--- src/rtl/elevator_disp_pkg.sv ---
// elevator_disp_pkg: segment glyphs, digit index type and anode patterns for the floor display
package elevator_disp_pkg;
   typedef logic [1:0] digit_idx_t;
   localparam digit_idx_t IDX_LAST = 2'd3;
   localparam logic [6:0] SEG_0 = 7'b1000000;
   localparam logic [6:0] SEG_1 = 7'b1111001;
   localparam logic [6:0] SEG_2 = 7'b0100100;
   localparam logic [6:0] SEG_3 = 7'b0110000;
   localparam logic [6:0] SEG_4 = 7'b0011001;
   localparam logic [6:0] SEG_5 = 7'b0010010;
   localparam logic [6:0] SEG_6 = 7'b0000010;
   localparam logic [6:0] SEG_7 = 7'b1111000;
   localparam logic [6:0] SEG_8 = 7'b0000000;
   localparam logic [6:0] SEG_9 = 7'b0010000;
   localparam logic [6:0] SEG_DASH = 7'b0111111;
   localparam logic [6:0] SEG_BLANK = 7'b1111111;
   localparam logic [6:0] SEG_E = 7'b0000110;
   localparam logic [6:0] SEG_UP = 7'b1111110;
   localparam logic [6:0] SEG_DOWN = 7'b1110111;
   localparam logic [3:0] AN_OFF = 4'b1111;
   localparam logic [3:0][3:0] AN_ONEHOT = {4'b0111, 4'b1011, 4'b1101, 4'b1110};
endpackage

--- src/rtl/seg7_decode.sv ---
// seg7_decode: floor code to active-low 7-segment pattern, codes 10..15 shown as a dash
module seg7_decode
   import elevator_disp_pkg::*;
(
   input  logic [3:0] code,
   output logic [6:0] pattern
);
   // glyph lookup
   always_comb begin
      case (code)
         4'd0: pattern = SEG_0;
         4'd1: pattern = SEG_1;
         4'd2: pattern = SEG_2;
         4'd3: pattern = SEG_3;
         4'd4: pattern = SEG_4;
         4'd5: pattern = SEG_5;
         4'd6: pattern = SEG_6;
         4'd7: pattern = SEG_7;
         4'd8: pattern = SEG_8;
         4'd9: pattern = SEG_9;
         default: pattern = SEG_DASH;
      endcase
   end
endmodule

--- src/rtl/elevator_display_scan.sv ---
// elevator_display_scan: multiplexed 4-digit display of next/current floor, direction and emergency blink
module elevator_display_scan
   import elevator_disp_pkg::*;
#(
   parameter int REFRESH_DIV = 100000,
   parameter int BLINK_TICKS = 250
) (
   input  logic       clk,
   input  logic       reset,
   input  logic [3:0] disp_cur,
   input  logic [3:0] disp_next,
   input  logic       emerg,
   output logic [3:0] an,
   output logic [6:0] seg,
   output logic       dp
);
   localparam int CW = $clog2(REFRESH_DIV);
   localparam int BW = BLINK_TICKS > 1 ? $clog2(BLINK_TICKS) : 1;
   localparam logic [CW-1:0] CNT_LAST = CW'(REFRESH_DIV - 1);
   localparam logic [BW-1:0] BLINK_LAST = BW'(BLINK_TICKS - 1);

   logic [CW-1:0] cnt_q, cnt_d;
   digit_idx_t    idx_q, idx_d;
   logic [3:0]    cur_q, cur_d, next_q, next_d;
   logic          emg_q, emg_d;
   logic [BW-1:0] bcnt_q, bcnt_d;
   logic          phase_q, phase_d;
   logic [3:0]    an_q, an_d;
   logic [6:0]    seg_q, seg_d;
   logic [6:0]    cur_glyph, next_glyph, dir_glyph;
   logic          tick, frame_end, blink_run, blink_wrap;

   seg7_decode u_cur  (.code(cur_q),  .pattern(cur_glyph));
   seg7_decode u_next (.code(next_q), .pattern(next_glyph));

   // divider, scanner, frame snapshot, blink timer and the digit mux feeding the output registers
   always_comb begin
      tick = cnt_q == CNT_LAST;
      frame_end = tick && idx_q == IDX_LAST;
      cnt_d = tick ? '0 : cnt_q + 1'b1;
      idx_d = tick ? idx_q + 2'd1 : idx_q;
      cur_d = frame_end ? disp_cur : cur_q;
      next_d = frame_end ? disp_next : next_q;
      emg_d = frame_end ? emerg : emg_q;
      blink_run = emg_q && emg_d;
      blink_wrap = tick && bcnt_q == BLINK_LAST;
      bcnt_d = !blink_run ? '0 : !tick ? bcnt_q : blink_wrap ? '0 : bcnt_q + 1'b1;
      phase_d = !blink_run ? 1'b1 : blink_wrap ? ~phase_q : phase_q;
      dir_glyph = (emg_q || next_q == cur_q) ? SEG_DASH : next_q > cur_q ? SEG_UP : SEG_DOWN;
      seg_d = idx_q == 2'd0 ? next_glyph :
              idx_q == 2'd1 ? cur_glyph :
              idx_q == 2'd2 ? dir_glyph :
              emg_q ? SEG_E : SEG_BLANK;
      an_d = phase_q ? AN_ONEHOT[idx_q] : AN_OFF;
   end

   // state and registered outputs; reset blanks the display and clears the snapshot
   always_ff @(posedge clk or posedge reset) begin
      if (reset) begin
         cnt_q <= '0;
         idx_q <= '0;
         cur_q <= '0;
         next_q <= '0;
         emg_q <= 1'b0;
         bcnt_q <= '0;
         phase_q <= 1'b1;
         an_q <= AN_OFF;
         seg_q <= SEG_BLANK;
      end else begin
         cnt_q <= cnt_d;
         idx_q <= idx_d;
         cur_q <= cur_d;
         next_q <= next_d;
         emg_q <= emg_d;
         bcnt_q <= bcnt_d;
         phase_q <= phase_d;
         an_q <= an_d;
         seg_q <= seg_d;
      end
   end

   assign an = an_q;
   assign seg = seg_q;
   assign dp = 1'b1;
endmodule

--- config.mk ---
export PLATFORM = sky130hd
export DESIGN_NAME = elevator_display_scan
export DESIGN_NICKNAME = d
export VERILOG_FILES = /design/src/rtl/elevator_disp_pkg.sv /design/src/rtl/seg7_decode.sv /design/src/rtl/elevator_display_scan.sv
export SDC_FILE = /design/constraint.sdc
export NUM_CORES = 1
export LEC_CHECK = 0
export ABC_AREA = 1
export CORE_ASPECT_RATIO = 0.9
export CORE_MARGIN = 3
export CORE_UTILIZATION = 40
export CTS_CLUSTER_SIZE = 25
export DETAILED_ROUTE_END_ITERATION = 10
export DONT_BUFFER_PORTS = 1
export GPL_ROUTABILITY_DRIVEN = 0
export HOLD_SLACK_MARGIN = 0.06
export PLACE_DENSITY_LB_ADDON = 0.05
export SLEW_MARGIN = 20
export SYNTH_ARGS = -nofsm -noshare
export SYNTH_HDL_FRONTEND = slang
export SYNTH_SLANG_ARGS = --single-unit
--- constraint.sdc ---
create_clock -name clk -period 1.72 [get_ports clk]
set_clock_uncertainty 0.05 [all_clocks]
set_input_delay 0.172 -clock clk [delete_from_list [all_inputs] [get_ports clk]]
set_output_delay 0.172 -clock clk [all_outputs]
set_load 0.01 [all_outputs]
==> out/metrics.cfg <==
[status]
status = finished clean

[synth]
yosysUniqueCellTypes = 38
synth_adder_area_share = 0.103
synth-simple-area-share = 0.285
synth_common_cells = nand2_1 (81), inv_1 (52), dfrtp_1 (36)
synth_top_area_share = 0.296
synth_mux_area_frac = 0
synth_area_um2 = 3050
synth_xor_area_frac = 0.0402
synthCells = 376
synthArstFlopShare = 1.00
syn_nets = 412
synth.area.top_cells = dfrtp_1 (30%), dfstp_2 (10%), ha_1 (10%), nand2_1 (10%), inv_1 (6.4%)
synth_flop_cell = dfrtp_1
synth-compound-area-share = 0.0846
yosysWarnings = 0
ys_seq_area_frac = 0.399
post_synth.cell_area_avg_um2 = 8.10
netlist.top_cell.by_area = dfrtp_1
synth_top_family_by_area = simple AND/OR/NAND/NOR gates
ys_ff_latch = 48
synth_edf_count = 0
yosysMostFrequentCell = nand2_1

[final_layout]
layout-drive-gt1-share = 0.212
finish.utilization = 0.511
fin_nets = 455
diodes = 0
area_growth_pct = 21.2
fin_area_um2 = 3690
fin_cells = 513

[pwr]
p_switching_mw = 0.422
p_per_area_nw_per_um2 = 513
vdd_drop_max_v = 0.000319
leakagePower_nw = 1.85
clkPwrFrac = 0.377
seq_power_share = 0.597
finalPower_mw = 1.89
combPwrFrac = 0.027
p_int_mw = 1.47
sw_frac_of_total = 0.223

[global_routing]
grt_pass1_wl_mm = 11.8
antenna_found_initial = 0
grt_max_degree = 49
grt_overflow = 0
grt_pass1_vias = 2281
grt_usage = 0.170

[worst_hold_path]
hold_path_class = in2async

[die]
io_pins = 23
die_x_um = 98.0
core.rowCount = 29
dieArea_um2 = 8700
start_util = 0.422
dieHeight_um = 88.8
design.core.area_um2 = 7220

[timing]
fmax_ghz = 0.597
hold_viol = 0
finalCritPeriodShare = 0.974
rsz0062_at_grt = yes
fin_crit_ns = 1.68
setup_ws_ns = 0.0439
hold_ws_ns = 0.294
setup_viol = 0
setup-tns-final_ns = 0
slew_violations = 0

[clock_network]
clk_latency_ns = 0.30
numCtsBuffers = 5
cts_tree = yes
cts-root-buf = clkbuf_8
cts.htree.levels = 2
path_clk_slew_ns = 0.09
cts_sinks = 48
clockBufferDepth = 2

[place]
dp.cells = 486
post-place-ws_ns = -0.0273
port_buffers = 0
hpwlAfterDp_mm = 5.05
placedInstanceArea_um2 = 3300

[setup_path]
worst-setup-path-type = reg2reg
reg2reg_depth = 9
critPathBufInv = 1
cp-start-kind = flop
crit_required_ns = 1.87
critPathCaptureType = flop
cpMostUsedCell = nor2_4
reg2reg_to = bcnt_q[4]
crit_chain = ha_4 > nand2_4 > nor2_4 > nand3_2 > nor2_4 > buf_6 > nand4_4 > nand4_1 > nand2_1
path_delay_family = simple AND/OR/NAND/NOR gates
slowest_stage = dfrtp_1
rr_startpoint = cnt_q[1]
endpoint = bcnt_q[4]
startpoint = cnt_q[1]
worstPathArrival_ns = 1.82
worst-path-max-fanout = 5
critPathMaxStageDelay_ns = 0.41
path_depth = 9
regToRegSetupSlack_ns = 0.04

[detailed_routing]
via_per_inst = 5.06
wl_per_cell_um = 14.1
remaining_drc_errors = 0
wl_mm = 7.26
num_vias = 2594
drt_iter0_drc = 204
antenna_left = 0
drtPass1Iterations = 4

[flow_run]
drv_cap = 0

==> timing repair <==
| item | 4_1_cts | 5_1_grt |
|---|---|---|
| resized for setup | 3 | 22 |
| buffers inserted | 0 | 6 |
| endpoints found under the hold margin | 56 | 0 |
| gates cloned | 1 | 3 |
| pin swaps | 0 | 10 |
| hold buffers | 9 | 0 |
| endpoints found under the setup margin | 8 | 26 |
==> metal layers <==
| metal | vias to the layer above | global-route usage | part of all wire |
|---|---|---|---|
| met4 | 0 | 0.0302 | 0.0063 |
| li1 | 1308 | - | - |
| met1 | 1215 | 0.283 | 0.55 |
| met5 | - | 0 | 0 |
| met2 | 64 | 0.224 | 0.40 |
| met3 | 7 | 0.0299 | 0.048 |
==> cell type report <==
| class | count | area (um^2) |
|---|---|---|
| Clock buffer | 6 | 82.6 |
| Clock inverter | 2 | 10.0 |
| Fill cell | 709 | 3530 |
| Inverter | 58 | 218 |
| Multi-Input combinational cell | 268 | 1720 |
| Sequential cell | 48 | 1220 |
| Tap cell | 93 | 116 |
| Timing Repair Buffer | 38 | 332 |
==> cell families after synthesis <==
group / Yosys count
AND/OR/NAND/NOR: 178
buffers and inverters: 64
flip-flops: 48
AO/OA/AOI/OAI: 46
adder cells (fa/ha/maj): 25
XOR/XNOR: 14
other: 1
==> registers in the layout, summed over array words and instances, names as in the netlist <==
register / cells
cnt_q: 17
bcnt_q: 8
seg: 7
an: 4
cur_q: 4
next_q: 4
idx_q: 2
emg_q: 1
phase_q: 1
==> worst reg2reg max path, stage by stage (launching register included) <==
cell and delay, ns:
dfrtp_1 0.41, ha_4 0.18, nand2_4 0.06, nor2_4 0.17
nand3_2 0.11, nor2_4 0.17, buf_6 0.15, nand4_4 0.13
nand4_1 0.11, nand2_1 0.05
==> cell usage in the layout, fill, tap and decap left out, types with 4 or more instances in the layout <==
master          n
clkbuf_8        6
nor2_4          5
xor2_1         14
nand2_1        80
dfrtp_1        35
dfstp_2        12
nand3_1        13
nand4_1        21
nor2_2          4
dlygate4sd3_1   9
inv_1          51
inv_2           6
a21oi_1        11
buf_4          25
ha_1           23
nor3_1          6
o21ai_0        15
nor2_1         32
nand4_4         4
o21ai_1         9
nand3_2         4
==> power groups by stage <==
| stage | sequential, mW | clock, mW | combinational (mW) |
|---|---|---|---|
| after detailed placement | 1.15 | 0 | 0.0326 |
| after global placement | 1.15 | 0 | 0.0330 |
| final | 1.13 | 0.713 | 0.0503 |
| after global routing | 1.13 | 0.780 | 0.0579 |
| after CTS | 1.13 | 0.739 | 0.0503 |
| after floorplan | 1.15 | 0 | 0.0200 |
==> how the worst min path moves through the flow <==
stage,startpoint,end,slack [ns]
global placement,reset,cur_q[0],0.07
floorplan,disp_next[0],next_q[0],0.23
detailed placement,reset,cur_q[1],0.07
global route,reset,bcnt_q[5],0.33
CTS,emerg,phase_q,0.27
finish,reset,cur_q[0],0.29
(Power assumes the default switching activity.)
